$ cat src/rtl/mem_wb_stage.sv
// Memory-access plus MEM/WB stage: one M slot driving a req/ack data-memory port and a
// registered WB slot feeding the regfile write port. Optional macro: DM_TIMEOUT_EN.
module mem_wb_stage #(
   parameter int MAX_WAIT = 16
) (
   input  logic        clk,
   input  logic        reset_n,
   input  logic        ex_valid,
   output logic        ex_ready,
   input  logic        ex_regwrite,
   input  logic        ex_memtoreg,
   input  logic        ex_memwrite,
   input  logic [1:0]  ex_memsize,
   input  logic        ex_memsign,
   input  logic [31:0] ex_aluout,
   input  logic [31:0] ex_writedata,
   input  logic [4:0]  ex_writereg,
   output logic        dm_req,
   output logic        dm_we,
   output logic [31:0] dm_addr,
   output logic [3:0]  dm_be,
   output logic [31:0] dm_wdata,
   input  logic        dm_ack,
   input  logic [31:0] dm_rdata,
   output logic        we3,
   output logic [4:0]  wa3,
   output logic [31:0] wd3,
   output logic        misalign,
   output logic        dm_err
);

   // Handshake: an upstream instruction transfers on any rising edge where
   // ex_valid && ex_ready; a memory request transfers on the edge where dm_req && dm_ack.
   logic        m_valid;
   logic        m_regwrite;
   logic        m_memtoreg;
   logic        m_memwrite;
   logic [1:0]  m_memsize;
   logic        m_memsign;
   logic [31:0] m_aluout;
   logic [31:0] m_writedata;
   logic [4:0]  m_writereg;

   logic        m_mem;
   logic        aligned;
   logic        misaligned_op;
   logic        m_done;
   logic        accept;
   logic        timeout_fire;
   logic [7:0]  lb;
   logic [15:0] lh;
   logic [31:0] load_data;

   assign m_mem = m_memtoreg | m_memwrite;

   always_comb begin
      aligned = 1'b1;
      case (m_memsize)
         2'b00:   aligned = 1'b1;
         2'b01:   aligned = ~m_aluout[0];
         default: aligned = (m_aluout[1:0] == 2'b00);
      endcase
   end

   assign misaligned_op = m_valid & m_mem & ~aligned;
   assign dm_req        = m_valid & m_mem & aligned;
   assign dm_we         = m_memwrite;
   assign dm_addr       = {m_aluout[31:2], 2'b00};
   assign m_done        = m_valid & (~m_mem | ~aligned | dm_ack | timeout_fire);
   assign ex_ready      = ~m_valid | m_done;
   assign accept        = ex_valid & ex_ready;

   // Store data is replicated across lanes so the memory only has to honour dm_be.
   always_comb begin
      dm_be    = 4'b1111;
      dm_wdata = m_writedata;
      case (m_memsize)
         2'b00: begin
            dm_be    = 4'b0001 << m_aluout[1:0];
            dm_wdata = {4{m_writedata[7:0]}};
         end
         2'b01: begin
            dm_be    = m_aluout[1] ? 4'b1100 : 4'b0011;
            dm_wdata = {2{m_writedata[15:0]}};
         end
         default: begin
            dm_be    = 4'b1111;
            dm_wdata = m_writedata;
         end
      endcase
   end

   always_comb begin
      lb = 8'h00;
      case (m_aluout[1:0])
         2'b00: lb = dm_rdata[7:0];
         2'b01: lb = dm_rdata[15:8];
         2'b10: lb = dm_rdata[23:16];
         2'b11: lb = dm_rdata[31:24];
         default: lb = 8'h00;
      endcase
      lh = m_aluout[1] ? dm_rdata[31:16] : dm_rdata[15:0];
      case (m_memsize)
         2'b00:   load_data = {{24{m_memsign & lb[7]}}, lb};
         2'b01:   load_data = {{16{m_memsign & lh[15]}}, lh};
         default: load_data = dm_rdata;
      endcase
   end

`ifdef DM_TIMEOUT_EN
   logic [7:0] wait_cnt;

   // An ack in the fire cycle wins, so the instruction then retires normally.
   assign timeout_fire = dm_req & ~dm_ack & (wait_cnt == 8'(MAX_WAIT - 1));

   always_ff @(posedge clk or negedge reset_n) begin
      if (!reset_n) begin
         wait_cnt <= 8'd0;
         dm_err   <= 1'b0;
      end else begin
         if (accept)
            wait_cnt <= 8'd0;
         else if (dm_req && !dm_ack)
            wait_cnt <= wait_cnt + 8'd1;
         if (timeout_fire)
            dm_err <= 1'b1;
      end
   end
`else
   localparam int max_wait_unused = MAX_WAIT;
   assign timeout_fire = 1'b0;
   assign dm_err       = 1'b0;
`endif

   always_ff @(posedge clk or negedge reset_n) begin
      if (!reset_n) begin
         m_valid     <= 1'b0;
         m_regwrite  <= 1'b0;
         m_memtoreg  <= 1'b0;
         m_memwrite  <= 1'b0;
         m_memsize   <= 2'b00;
         m_memsign   <= 1'b0;
         m_aluout    <= 32'd0;
         m_writedata <= 32'd0;
         m_writereg  <= 5'd0;
      end else if (accept) begin
         m_valid     <= 1'b1;
         m_regwrite  <= ex_regwrite;
         m_memtoreg  <= ex_memtoreg;
         m_memwrite  <= ex_memwrite;
         m_memsize   <= ex_memsize;
         m_memsign   <= ex_memsign;
         m_aluout    <= ex_aluout;
         m_writedata <= ex_writedata;
         m_writereg  <= ex_writereg;
      end else if (m_done) begin
         m_valid <= 1'b0;
      end
   end

   // we3 is a one-cycle pulse per retired instruction; wa3/wd3 hold between pulses.
   always_ff @(posedge clk or negedge reset_n) begin
      if (!reset_n) begin
         we3      <= 1'b0;
         wa3      <= 5'd0;
         wd3      <= 32'd0;
         misalign <= 1'b0;
      end else begin
         if (m_done) begin
            we3 <= m_regwrite & (m_writereg != 5'd0) & ~(misaligned_op | timeout_fire);
            wa3 <= m_writereg;
            wd3 <= m_memtoreg ? load_data : m_aluout;
         end else begin
            we3 <= 1'b0;
         end
         if (misaligned_op)
            misalign <= 1'b1;
      end
   end

endmodule

$ cat config.mk
export PLATFORM = sky130hd
export DESIGN_NAME = mem_wb_stage
export DESIGN_NICKNAME = d
export VERILOG_FILES = /design/src/rtl/mem_wb_stage.sv
export SDC_FILE = /design/constraint.sdc
export NUM_CORES = 1
export LEC_CHECK = 0
export ABC_AREA = 0
export CAP_MARGIN = 20
export CORE_ASPECT_RATIO = 0.75
export CORE_UTILIZATION = 35
export CTS_BUF_LIST = sky130_fd_sc_hd__clkbuf_4 sky130_fd_sc_hd__clkbuf_8 sky130_fd_sc_hd__clkbuf_16
export DETAILED_ROUTE_END_ITERATION = 12
export GPL_ROUTABILITY_DRIVEN = 0
export PLACE_DENSITY = 0.73
export SYNTH_ARGS = -nofsm -noshare
export SYNTH_HDL_FRONTEND = slang
export SYNTH_SLANG_ARGS = --single-unit
$ cat constraint.sdc
create_clock -name clk -period 6.1 [get_ports clk]
set_input_delay 1.22 -clock clk [delete_from_list [all_inputs] [get_ports clk]]
set_output_delay 1.22 -clock clk [all_outputs]
set_load 0.005 [all_outputs]
After elaboration in Yosys (flattened, before gate mapping)
Index checks and enable logic that the tools add are counted.

cells by class
  equality and inequality tests = 4
  reduce and logical (&&, ||, !) cells = 4
  shift-type cells = 1
  bitwise logic cells = 18
  multiplexer cells = 11

operators by type and width
  kind                 count
  $pmux 32 s2          2
  $mux 32              1
  $pmux 8 s4           1
  $mux 16              1
  $and 1x1->1          9
  $pmux 4 s2           1
  $not 1->1            5
  $reduce_bool 5->1    1
  $eq 2x1->1 const B   2
  $eq 2x2->1 const B   2
  $logic_not 2->1      2
  $mux 4               1
  $or 1x1->1           4
  $shl 1x2->4 const A  1
  $mux 1               3
  $pmux 1 s2           1
  $reduce_bool 2->1    1

storage, ports and cells
  bits of input ports = 111
  flip-flop bits (word level) = 115
  word-level logic and storage cells = 51
  output and inout port bits = 111

Logic depth before layout (Yosys ltp)
  word-level depth = 9
  mapped depth = 7
  gate-level depth less buffers = 4

Worst setup path before layout
OpenSTA, ideal clock, no wires.

  kind = in2out
  start point = input dm_ack
  end point = output ex_ready
  cell stages on the path = 1
  arrival = 1609 ps
  buffers on the path = 0
  slack = 3271 ps
  path through = or3_1

on the way
  cells in the longest elaborated chain, start to end = 3

RTL lines
  what             RTL line  RTL
  start, declared  23        input logic dm_ack,
  $or 1x1->1       69        assign m_done = m_valid & (~m_mem | ~aligned | dm_ack | timeout_fire);
  $and 1x1->1      69
  $or 1x1->1       70        assign ex_ready = ~m_valid | m_done;
  end, declared    9         output logic ex_ready,

Every way passes these cells.

Final worst setup path
  start point = register m_memsize[0]
  end point = output dm_wdata[10]

on the way
  cells in the longest elaborated chain, start to end = 2

RTL lines
  what                                           RTL line  RTL
  start, declared                                38        logic [1:0] m_memsize;
  start signal, assigned                         151       m_memsize <= ex_memsize;
  $eq 2x1->1 or $logic_not 2->1 (tied branches)  77        case (m_memsize)
  $pmux 32 s2 (*)                                77
  end, declared                                  22        output logic [31:0] dm_wdata,

Every way passes the cells marked *; elsewhere a longest branch is shown, timed or not.

==> summary.md <==
| Metric | Value |
|---|---|
| Run status | finished clean |
| Total net switching power | 0.880 mW |
| Critical path launch point | m_memsize[0]$_DFFE_PN0P_ |
| Top-level port count | roughly 220 |
| Share of power burned in the clock network | roughly a third |
| Count of H-tree levels built during CTS | 4 |
| Startpoint types | register |
| All-Layer GR Usage | roughly a fifth |
| Number of gates resized after cts | 0 |
| Library cells used by synthesis | 46 |
| Vias after detailed routing | roughly 4800 |
| Post-synth top flop | dfrtp_1 |
| First-pass GRT wire length | 27.2 mm |
| Rel. slew slack | 35.3% |
| Area of the placeable core | 0.0169 mm2 |
| P_int | 2.07 mW |
| Flop and latch count out of synthesis | 115 |
| Share of Yosys cell area claimed by the top area cell type | between 40 and 50% |
| Warnings from Yosys | 0 |
| Post-layout utilization of the core | 51.3% |
| Number of global-route vias before repair | between 4000 and 5000 |
| Top fanout value on the critical path | 21 |
| Initial detailed-routing violation count | 263 |
| Final Net Count | approximately 850 |
| Class of the tightest hold or removal check | reg2reg |
| Number of flops mapped to enable cells by yosys | 0 |
| Sequential fraction of design power | 35.4% |
| Pins Over Slew Limit | 0 |
| CP arrival | 2.87 ns |
| Longest Clk Path Bufs | 2 |
| Worst r2r src | m_memsize[1]$_DFFE_PN0P_ |
| Count of input and output buffers | between 200 and 250 |
| Final routed wirelength across all metal layers | 17.5 mm |
| Filler Cell Count | 1509 |
| Comb power frac | between 30 and 40% |
| Critical setup path kind | reg2out |
| Most area-consuming cells after synthesis | dfrtp_1, mux2_2, buf_4 |
| Final antenna-violating net count | 0 |
| Clk sinks | approximately 120 |
| Unrepaired setup endpoints after global routing | no |
| Die Footprint | 0.0179 mm2 |
| Per-cell routed wire length | 18.1 um |
| Initial Util | 35.9% |
| Slew of the pin with the lowest slew margin | slightly below 1 ns |
| Maximum number of pins on one net before global-route repair | 75 |
| Worst-case clock skew | approximately 0.009 ns |
| Minimum clock period | 4.09 ns |
| Leading cell types by count after synthesis | dfrtp_1, mux2_2, nand2_1, buf_4, nor2_1 |
| Biggest area consumer among synthesized cells | dfrtp_1 |
| Pwr per Cell Area | 341 mW/mm2 |
| Setup Fix Bufs, Post-CTS | 0 |
| Number of cell rows | 41 |
| LEAKAGE | approximately 3.5 nW |
| Final Setup Violations | 0 |
| Clock transition at path regs | roughly 0.060 ns |
| Synthesis-to-layout area growth | 42.9% |
| CTS tree | yes |
| Final-report hold violation count | 0 |
| Beginning of the worst hold path | wa3[4]$_DFFE_PN0P_ |
| CTS Buf Count | 17 |
| Area of the mapped netlist | 0.00606 mm2 |
| Horiz. Die Dim | between 150 and 200 um |
| Estimated wirelength of the detail-placed design | 12.3 mm |
| Count of hold-fix buffers inserted at cts | 0 |
| Share of synthesized area occupied by flip-flops and latches | 47.5% |
| Mapped Avg Cell Area | between 10 and 15 um2 |
| Fmax | 244 MHz |
| Finished Layout Cells | 969 |
| Async set-reset flop share out of synthesis | 100% |
| Worst EP required | 4.88 ns |
| Net switching fraction of the power | 29.8% |
| Gr ovfl total | 0 |
| Final worst-path cycle share | 67.1% |
| Clock Tree Root | clkbuf_16 |
| Worst-skew pair later-pin latency | between 0.4 and 0.5 ns |
| Pre-antenna DRT Iters | 4 |
| Via density per instance | 5.00 |
| Placed Area | 0.00807 mm2 |
| Final design area excluding fillers | around 0.0087 mm2 |
| Overall die height | 116 um |
| Fraction of final layout cells with drive strength greater than 1 | 18.9% |
| Placed cell count | 936 |
| Category of the worst setup path capture point | output pin |
| Antenna violations before repair | 0 |
| DRC violations left | 0 |
| Syn Inst Count | 572 |
| Max-cap viol count | 0 |
| Min setup slack post-route | 2.01 ns |
| Max rail drop VDD | 0.000138 V |
| Dpl ws | 2.18 ns |
| Setup TNS Final | 0 ns |
| Library cell with the highest instance count after synthesis | dfrtp_1 |
==> power groups by stage <==
stage / registers, mW / logic, mW / clock network, mW
2_1_floorplan: 1.02 / 0.477 / 0
3_3_place_gp: 1.05 / 0.914 / 0
3_5_place_dp: 1.06 / 0.925 / 0
4_1_cts: 1.05 / 0.931 / 1.01
5_1_grt: 1.07 / 1.00 / 1.05
6_report: 1.05 / 0.919 / 0.989
==> metrics by stage <==
| stage | power [mW] | hold WS [ns] |
|---|---|---|
| 5_1_grt | 3.12 | 0.491 |
| 6_report | 2.95 | 0.472 |
| 3_3_place_gp | 1.96 | 0.449 |
| 2_1_floorplan | 1.50 | 0.447 |
| 3_5_place_dp | 1.98 | 0.455 |
| 4_1_cts | 2.99 | 0.476 |
==> area by class of cell <==
class,instances,area (um2),area share [%]
clock inverter,15,158,1.82
timing repair buffer,226,2240,25.9
tap,215,269,3.11
clock buffer,17,425,4.91
multi-input combinational,372,2660,30.7
inverter,8,30.0,0.347
sequential,115,2880,33.3
antenna,1,2.50,0.0289
==> state kept, by name (all words and copies together), names as in the netlist <==
| name | count |
|---|---|
| dm_we | 1 |
| m_aluout | 32 |
| m_memsign | 1 |
| m_memsize | 2 |
| m_memtoreg | 1 |
| m_regwrite | 1 |
| m_valid | 1 |
| m_writedata | 32 |
| m_writereg | 5 |
| misalign | 1 |
| wa3 | 5 |
| wd3 | 32 |
| we3 | 1 |
==> critical path, stage by stage (launching register included) <==
cell	delay [ns]
dfrtp_1	0.71
nor2_1	0.88
mux2_2	0.42
clkdlybuf4s50_1	0.45
==> final timing paths <==
| check | endpoint | slack, ns | depth (start not counted) |
|---|---|---|---|
| setup / recovery | dm_wdata[10] | 2.01 | 3 |
| hold / removal | wa3[4]$_DFFE_PN0P_ | 0.47 | 2 |
| setup reg to reg | m_aluout[13]$_DFFE_PN0P_ | 3.36 | 6 |
| hold reg to reg | wa3[4]$_DFFE_PN0P_ | 0.47 | 2 |
| max in group asynchronous | m_memsize[1]$_DFFE_PN0P_ | 4.00 | 2 |
| min in group asynchronous | m_aluout[5]$_DFFE_PN0P_ | 0.95 | 1 |
==> cell usage in the layout, fill, tap and decap left out, types with 2 or more instances in the layout <==
cell               n
nand2_1           67
inv_1              8
or3_1              7
a211oi_1           8
o21ai_0           29
dfrtp_2            2
nor2_1            44
dfrtp_1          113
o21a_1             2
mux2_2            93
nand3_1            5
inv_6              3
nand2b_1          10
nand3b_1           7
clkbuf_16         17
o2111ai_1          5
nor2b_1            3
conb_1             3
o22ai_1            2
clkdlybuf4s50_1  217
a21oi_1           22
o211ai_1          16
clkinvlp_4         4
bufinv_16          2
buf_4              9
clkinv_4           3
mux2i_1           11
clkinv_2           3
nor3b_1            2
a22o_1            16
==> layer usage <==
metal | share of wire [%] | vias up | track usage (%)
li1 | - | 2310 | -
met1 | 48 | 2359 | 27.4
met2 | 44 | 155 | 30.7
met3 | 6.8 | 17 | 6.88
met4 | 1.1 | 0 | 6.33
met5 | 0 | - | 0
==> kinds of logic after synthesis <==
| kind of cell | synth area share [%] |
|---|---|
| other cells | 0.0619 |
| compound gates | 12.8 |
| buf+inv | 9.17 |
| mux | 19.3 |
| simple gates | 11.2 |
| flops | 47.5 |
Power figures use the tool's default switching activity.
